--- config.mk ---
export PLATFORM = sky130hd
export DESIGN_NAME = data_memory_arbiter
export DESIGN_NICKNAME = d
export VERILOG_FILES = /design/src/rtl/data_memory_arbiter_pkg.sv /design/src/rtl/data_memory_arbiter_rr_arbiter2.sv /design/src/rtl/data_memory_arbiter.sv
export SDC_FILE = /design/constraint.sdc
export NUM_CORES = 1
export LEC_CHECK = 0
export ABC_CLOCK_PERIOD_IN_PS = 2100
export CORE_MARGIN = 4
export CORE_UTILIZATION = 43
export CTS_CLUSTER_DIAMETER = 60
export DETAILED_ROUTE_END_ITERATION = 8
export HOLD_SLACK_MARGIN = 0.12
export PLACE_DENSITY = 0.8
export REMOVE_ABC_BUFFERS = 1
export SLEW_MARGIN = 20
export SYNTH_ARGS = -nofsm -noshare
export SYNTH_HDL_FRONTEND = slang
export SYNTH_SLANG_ARGS = --single-unit
export TNS_END_PERCENT = 100
--- constraint.sdc ---
create_clock -name input_clk -period 2.1 [get_ports input_clk]
set_input_delay 0.525 -clock input_clk [delete_from_list [all_inputs] [get_ports input_clk]]
set_output_delay 0.525 -clock input_clk [all_outputs]
set_load 0.005 [all_outputs]
--- src/rtl/data_memory_arbiter_pkg.sv ---
// Shared encodings for the two-port data memory arbiter: FSM states and port indices.
package data_memory_arbiter_pkg;

    localparam logic [1:0] STATE_IDLE  = 2'd0;
    localparam logic [1:0] STATE_ISSUE = 2'd1;
    localparam logic [1:0] STATE_WAIT  = 2'd2;
    localparam logic [1:0] STATE_RESP  = 2'd3;

    localparam logic PORT0 = 1'b0;
    localparam logic PORT1 = 1'b1;

endpackage

--- src/rtl/data_memory_arbiter_rr_arbiter2.sv ---
// Two-requester winner select: fixed priority (port 0 first) or round-robin
// keyed on the last-served port. Purely combinational.
module rr_arbiter2
    import data_memory_arbiter_pkg::*;
(
    input  logic input_req0,
    input  logic input_req1,
    input  logic input_last_served,
    input  logic input_fixed_priority,
    output logic output_winner
);

    always_comb begin
        output_winner = PORT0;
        if (input_fixed_priority) begin
            output_winner = input_req0 ? PORT0 : PORT1;
        end else if (input_req0 && input_req1) begin
            // On a tie the port that was not served last goes next.
            output_winner = (input_last_served == PORT0) ? PORT1 : PORT0;
        end else if (input_req1) begin
            output_winner = PORT1;
        end
    end

endmodule

--- src/rtl/data_memory_arbiter.sv ---
// Arbitrates two request ports onto one external data memory with a fixed
// IDLE -> ISSUE -> WAIT -> RESP sequence per transaction.
module data_memory_arbiter
    import data_memory_arbiter_pkg::*;
#(
    parameter int MEM_LATENCY    = 1,
    parameter int FIXED_PRIORITY = 0
) (
    input  logic       input_clk,
    input  logic       input_reset,
    input  logic       input_Req0,
    input  logic       input_Req1,
    input  logic       input_We0,
    input  logic       input_We1,
    input  logic [7:0] input_Addr0,
    input  logic [7:0] input_Addr1,
    input  logic [7:0] input_Wdata0,
    input  logic [7:0] input_Wdata1,
    output logic       output_Ack0,
    output logic       output_Ack1,
    output logic [7:0] output_Rdata0,
    output logic [7:0] output_Rdata1,
    output logic [7:0] output_Address,
    output logic [7:0] output_Writedata,
    output logic       output_Memread,
    output logic       output_Memwrite,
    input  logic [7:0] input_Readdata,
    output logic [1:0] output_state
);

    localparam logic [3:0] LATENCY_LOAD = 4'(MEM_LATENCY);
    localparam logic       FIXED_BIT    = (FIXED_PRIORITY != 0);

    logic [1:0] state;
    logic       last_served;
    logic       port_q;
    logic       we_q;
    logic [3:0] wait_cnt;
    logic       winner;
    logic       sel_we;
    logic [7:0] sel_addr;
    logic [7:0] sel_wdata;

    assign output_state = state;

    rr_arbiter2 u_rr_arbiter2 (
        .input_req0           (input_Req0),
        .input_req1           (input_Req1),
        .input_last_served    (last_served),
        .input_fixed_priority (FIXED_BIT),
        .output_winner        (winner)
    );

    always_comb begin
        sel_we    = input_We0;
        sel_addr  = input_Addr0;
        sel_wdata = input_Wdata0;
        if (winner == PORT1) begin
            sel_we    = input_We1;
            sel_addr  = input_Addr1;
            sel_wdata = input_Wdata1;
        end
    end

    // Handshake: a requester raises Req with We/Addr/Wdata stable and holds them
    // until its one-cycle Ack; only the values sampled in IDLE are used, and a
    // Req still high during RESP counts as a fresh request at the next IDLE edge.
    always_ff @(posedge input_clk or posedge input_reset) begin
        if (input_reset) begin
            state            <= STATE_IDLE;
            last_served      <= PORT1;
            port_q           <= PORT0;
            we_q             <= 1'b0;
            wait_cnt         <= 4'd0;
            output_Ack0      <= 1'b0;
            output_Ack1      <= 1'b0;
            output_Rdata0    <= 8'h00;
            output_Rdata1    <= 8'h00;
            output_Address   <= 8'h00;
            output_Writedata <= 8'h00;
            output_Memread   <= 1'b0;
            output_Memwrite  <= 1'b0;
        end else begin
            output_Memread  <= 1'b0;
            output_Memwrite <= 1'b0;
            output_Ack0     <= 1'b0;
            output_Ack1     <= 1'b0;
            case (state)
                STATE_IDLE: begin
                    if (input_Req0 || input_Req1) begin
                        port_q           <= winner;
                        last_served      <= winner;
                        we_q             <= sel_we;
                        output_Address   <= sel_addr;
                        output_Writedata <= sel_wdata;
                        output_Memwrite  <= sel_we;
                        output_Memread   <= !sel_we;
                        state            <= STATE_ISSUE;
                    end
                end
                STATE_ISSUE: begin
                    wait_cnt <= LATENCY_LOAD;
                    state    <= STATE_WAIT;
                end
                STATE_WAIT: begin
                    wait_cnt <= wait_cnt - 4'd1;
                    if (wait_cnt == 4'd1) begin
                        state <= STATE_RESP;
                        if (port_q == PORT1) begin
                            output_Ack1 <= 1'b1;
                            if (!we_q) output_Rdata1 <= input_Readdata;
                        end else begin
                            output_Ack0 <= 1'b1;
                            if (!we_q) output_Rdata0 <= input_Readdata;
                        end
                    end
                end
                default: begin
                    state <= STATE_IDLE;
                end
            endcase
        end
    end

endmodule

# After elaboration in Yosys (flattened, before gate mapping)
# Cells that the tools add are included.
[totals]
wordCells = 50
inputBits = 46
output_inout_bits = 38
reg_bits = 45
[classes]
eq_ne = 5
n_reduce_logical = 9
mux = 20
n_bitwise = 2
n_addsub = 1
[ops]
columns = ["operator", "n"]
rows = [
  ["8-bit two-way mux", 2],
  ["1-bit two-way mux", 14],
  ["4-bit one-hot mux with 2 select lines", 1],
  ["4-bit AND reduction", 2],
  ["2-bit one-hot mux with 3 select lines", 1],
  ["4-bit by 1-bit equality test with 1-bit output (second input constant)", 1],
  ["2-bit two-way mux", 2],
  ["2-bit inequality test (second input constant)", 2],
  ["2-bit AND reduction", 2],
  ["4-bit by 1-bit subtractor with 4-bit output (second input constant)", 1],
  ["2-bit by 1-bit equality test with 1-bit output (second input constant)", 1],
  ["2-bit equality test (second input constant)", 1],
  ["2-bit logical NOT", 1],
  ["1-bit NOT", 2],
  ["2-bit nonzero test", 1],
  ["1-bit logical AND", 1],
  ["1-bit logical NOT", 1],
  ["1-bit logical OR", 1],
]

# Longest topological paths before layout
[depth]
word_depth = 6
ltp_mapped = 6

# By module
# A second synthesis with hierarchy kept.
[unflattened]
cells_unflattened = 168
hier_area_um2 = 2021.9
[by_module_without_submodules]
columns = ["mod", "area_per_inst_um2", "n_inst", "cells_each", "seq_area_each_um2"]
rows = [
  ["data_memory_arbiter", 2009.4, 1, 166, 1127.3],
  ["rr_arbiter2", 12.5, 1, 2, 0.0],
]

# Worst setup path after synthesis
# Ideal clock, no wire load.
[synth_timing]
path_type = "input-to-reg"
from = "input wait_cnt[1]"
to = "register state[0] (netlist: output_state[0])"
required_time_ns = 1.976
slack_ns = 0.402
setup_time_ns = 0.124
stages = 6
t_arrival_ns = 1.574
cell_sequence = "dfrtp_1 > inv_1 > ha_1 > nor3b_2 > mux2_2 > a211o_1"
[synth_via]
elab_chain_len = 3
[synth_rtl]
columns = ["item", "line_no", "rtl"]
rows = [
  ["start, declared", "data_memory_arbiter.sv:38", "logic [3:0] wait_cnt;"],
  ["4-bit by 1-bit equality test with 1-bit output", "data_memory_arbiter.sv:107", "if (wait_cnt == 4'd1) begin"],
  ["2-bit inequality test (no source line)", "n/a", ""],
  ["2-bit AND reduction (no source line)", "n/a", ""],
  ["end signal, assigned", "data_memory_arbiter.sv:103", "state <= STATE_WAIT;"],
  ["end signal, assigned", "data_memory_arbiter.sv:108", "state <= STATE_RESP;"],
  ["end signal, assigned", "data_memory_arbiter.sv:119", "state <= STATE_IDLE;"],
  ["end, declared", "data_memory_arbiter.sv:34", "logic [1:0] state;"],
]
# No other way between the ends.
# A chain may end at the register's enable or synchronous reset.

# Worst setup path after layout
# Ends and elaborated chain as after synthesis.

==> impl_metrics.ini <==
[status]
status = finished clean

[critical_path]
r2r_cells = 5
path_class = reg2reg
cpMaxStageDelayCell = dfrtp_1
worst-path-buf-inv = 1
r2r-end = output_state[0]
crit_chain = inv_1, ha_1, nor3b_2, mux2_2, a211o_1
worst-r2r-setup-slack_ns = 0.23
worst-path-stages = 5
cp.arrival_ns = 2.06
startpoint = wait_cnt[1]
crit_path_start_kind = register
critPathMaxFanout = 3
r2r-start = wait_cnt[1]
endpoint = output_state[0]
endpoint_kind = register
path_delay_family = flip-flops
cpPeakStageDelay_ns = 0.39
critPathRequiredTime_ns = 2.29

[layout]
drive_above_1_share_pct = 15.7
layout.nets = 304
final_util_pct = 69.0
area_growth_pct = 51.7
stdcell_count = 306
diodes = 0

[global_routing]
grt_pass1_vias = 1596
grt_pass1_wl_microns = 7920
overflow = 0
antenna_found_initial = 0
gr-usage-all-layers_pct = 16.9
grt_start_max_net_pins = 46

[logic_synthesis]
synth_compound_area_share_pct = 8.86
synthXorXnorAreaFrac_pct = 0
synthMuxAreaShare_pct = 19.2
yosys.area_share.simple_pct = 9.90
ys_warn_count = 0
synth_ff_type = dfrtp_1
netlist-cell-type-count = 32
ys_ff_latch = 45
synthesis.area_sq_mm = 0.00203
synth_edf_count = 0
yosysTopAreaCellShare_pct = 54.1
ys_seq_area_share_pct = 55.4
synth_top_area_cell = dfrtp_1
yosysMostFrequentCell = dfrtp_1
yosys.area_share.adder_pct = 3.08
async_flop_share_pct = 100
synth_top_family_by_area = multiplexers
syn_inst = 163
synth_area_leaders = dfrtp_1 54%, mux2i_1 9.8%, mux2_2 9.4%, o21ai_0 3.9%, nand2_1 3.3%
synthTopCellsByCount = 44 x dfrtp_1, 20 x mux2i_1, 18 x nand2_1, 17 x mux2_2, 16 x o21ai_0
avgSynthCellArea_sq_um = 12.5

[route]
wl_met2_microns = 2370
antenna_left = 0
wl_per_cell_microns = 15.2
drt_iter0_drc = 83
dr.pass1.iters = 4
drc = 0
drt-vias-per-instance = 5.00
top_layer = met4
wl_met1_microns = 1990
wl_met3_microns = 212
route.vias.total = 1529
totalWireLength_microns = 4650

[sta]
fin_crit_ns = 1.87
hold_viol = 0
setup_tns_ns = 0
layout_setup_ws_ns = 0.233
fin_worst_skew_ns = 0.00553
setup_viol = 0
fmax_mhz = 536
rsz0062_at_grt = false
tightest_slew_ns = 0.403
maxSlewHeadroom_pct = 73.1
final_max_slew_viol_count = 0
period_share_pct = 88.9

[floorplanning]
die_y_microns = 76.8
die_x_microns = 76.8
fp.coreArea_sq_mm = 0.00447
rows = 24
die-area_sq_mm = 0.00590
io_pins = 84
initial_core_util_pct = 45.5

[placed_design]
placed_cells = 298
portBuffers = 83
gp_congestion = 0.798
place_hpwl_microns = 3520
place_ws_ns = 0.124

[clocking]
cts_buffer_depth = 2
cts_num_sinks = 45
cts_resized = 0
cts_max_level = 2
cts_hold_buf = 0
cts_setup_buffers = 0
clk_pin_slew_ns = 0.08
tritoncts = yes
cts_root_buf = clkbuf_8
insertion_delay_ns = 0.30
numCtsBuffers = 5

[run]
max-cap-violations = 0

[pwr]
power_per_cell_area_mw_per_mm2 = 1360
power_mw = 4.19
power.leakage_nw = 1.35
ir_drop_mv = 0.741

[hold_path]
hp-class = reg2reg
==> worst min-delay path by stage <==
stage	startpoint	end	slack [ns]	cells after the start
floorplan	output_Address[0]	output_Address[0]	0.47	2
CTS	output_Writedata[2]	output_Writedata[2]	0.49	2
global placement	output_Writedata[4]	output_Writedata[4]	0.46	2
global route	output_Writedata[4]	output_Writedata[4]	0.50	2
finish	output_Address[6]	output_Address[6]	0.48	2
detailed placement	output_Writedata[4]	output_Writedata[4]	0.47	2
==> cells in the final DEF (no fill, tap or decap), drive strengths merged <==
cell type / count
a211o: 1
a211oi: 1
a21boi: 1
a21oi: 2
a22o: 2
a22oi: 1
a31oi: 1
a32o: 1
and3: 2
buf: 6
bufinv: 1
clkbuf: 5
clkdlybuf4s50: 83
clkinv: 1
clkinvlp: 1
dfrtp: 44
dfstp: 1
ha: 5
inv: 8
mux2: 17
mux2i: 20
nand2: 18
nand4: 1
nand4bb: 1
nor2: 5
nor2b: 1
nor3: 3
nor3b: 1
o21ai: 18
o22ai: 1
or3b: 1
==> per-stage QoR <==
step                area, sq um  hold slack (ns)
floorplan                  1990            0.473
global placement           2970            0.460
detailed placement         2970            0.469
CTS                        3090            0.488
global route               3090            0.504
finish                     3090            0.482
==> registers in the layout, indices dropped and copies added, names as in the netlist <==
register / cells
output_Address: 8
output_state: 2
output_Rdata1: 8
wait_cnt: 4
last_served: 1
output_Ack0: 1
output_Memwrite: 1
output_Writedata: 8
port_q: 1
output_Ack1: 1
we_q: 1
output_Memread: 1
output_Rdata0: 8
==> worst register-to-register path, stage by stage (launching register included) <==
cell	delay, ns
dfrtp_1	0.39
inv_1	0.09
ha_1	0.26
nor3b_2	0.35
mux2_2	0.38
a211o_1	0.28
==> final cells by class <==
cell class                 instances  area (sq um)
timing repair buffer              89           913
clock inverter                     3          46.3
fill                             358          1390
tap                               52          65.1
clock buffer                       5          68.8
sequential                        45          1130
inverter                           8          30.0
multi-input combinational        104           836
==> routing by layer <==
| layer | vias up | track usage (%) |
|---|---|---|
| li1 | 755 | - |
| met1 | 730 | 21.1 |
| met2 | 37 | 28.7 |
| met3 | 7 | 3.28 |
| met4 | 0 | 6.52 |
| met5 | - | 0 |
==> power by group <==
| group | total (mW) | internal [mW] | switching [mW] |
|---|---|---|---|
| sequential | 1.53 | 1.28 | 0.246 |
| clock | 0.659 | 0.356 | 0.303 |
| combinational | 2.01 | 1.22 | 0.793 |
| total | 4.19 | 2.85 | 1.34 |
==> cell families (layout without fill, tap and decap cells) <==
group	count (synthesis)	after routing
DFF	45	45
and+or+nand+nor	33	33
AOI/OAI and AO/OA	29	29
buffers and inverters	14	105
adders and majority gates	5	5
muxes	37	37
Power figures use the tool's default switching activity.
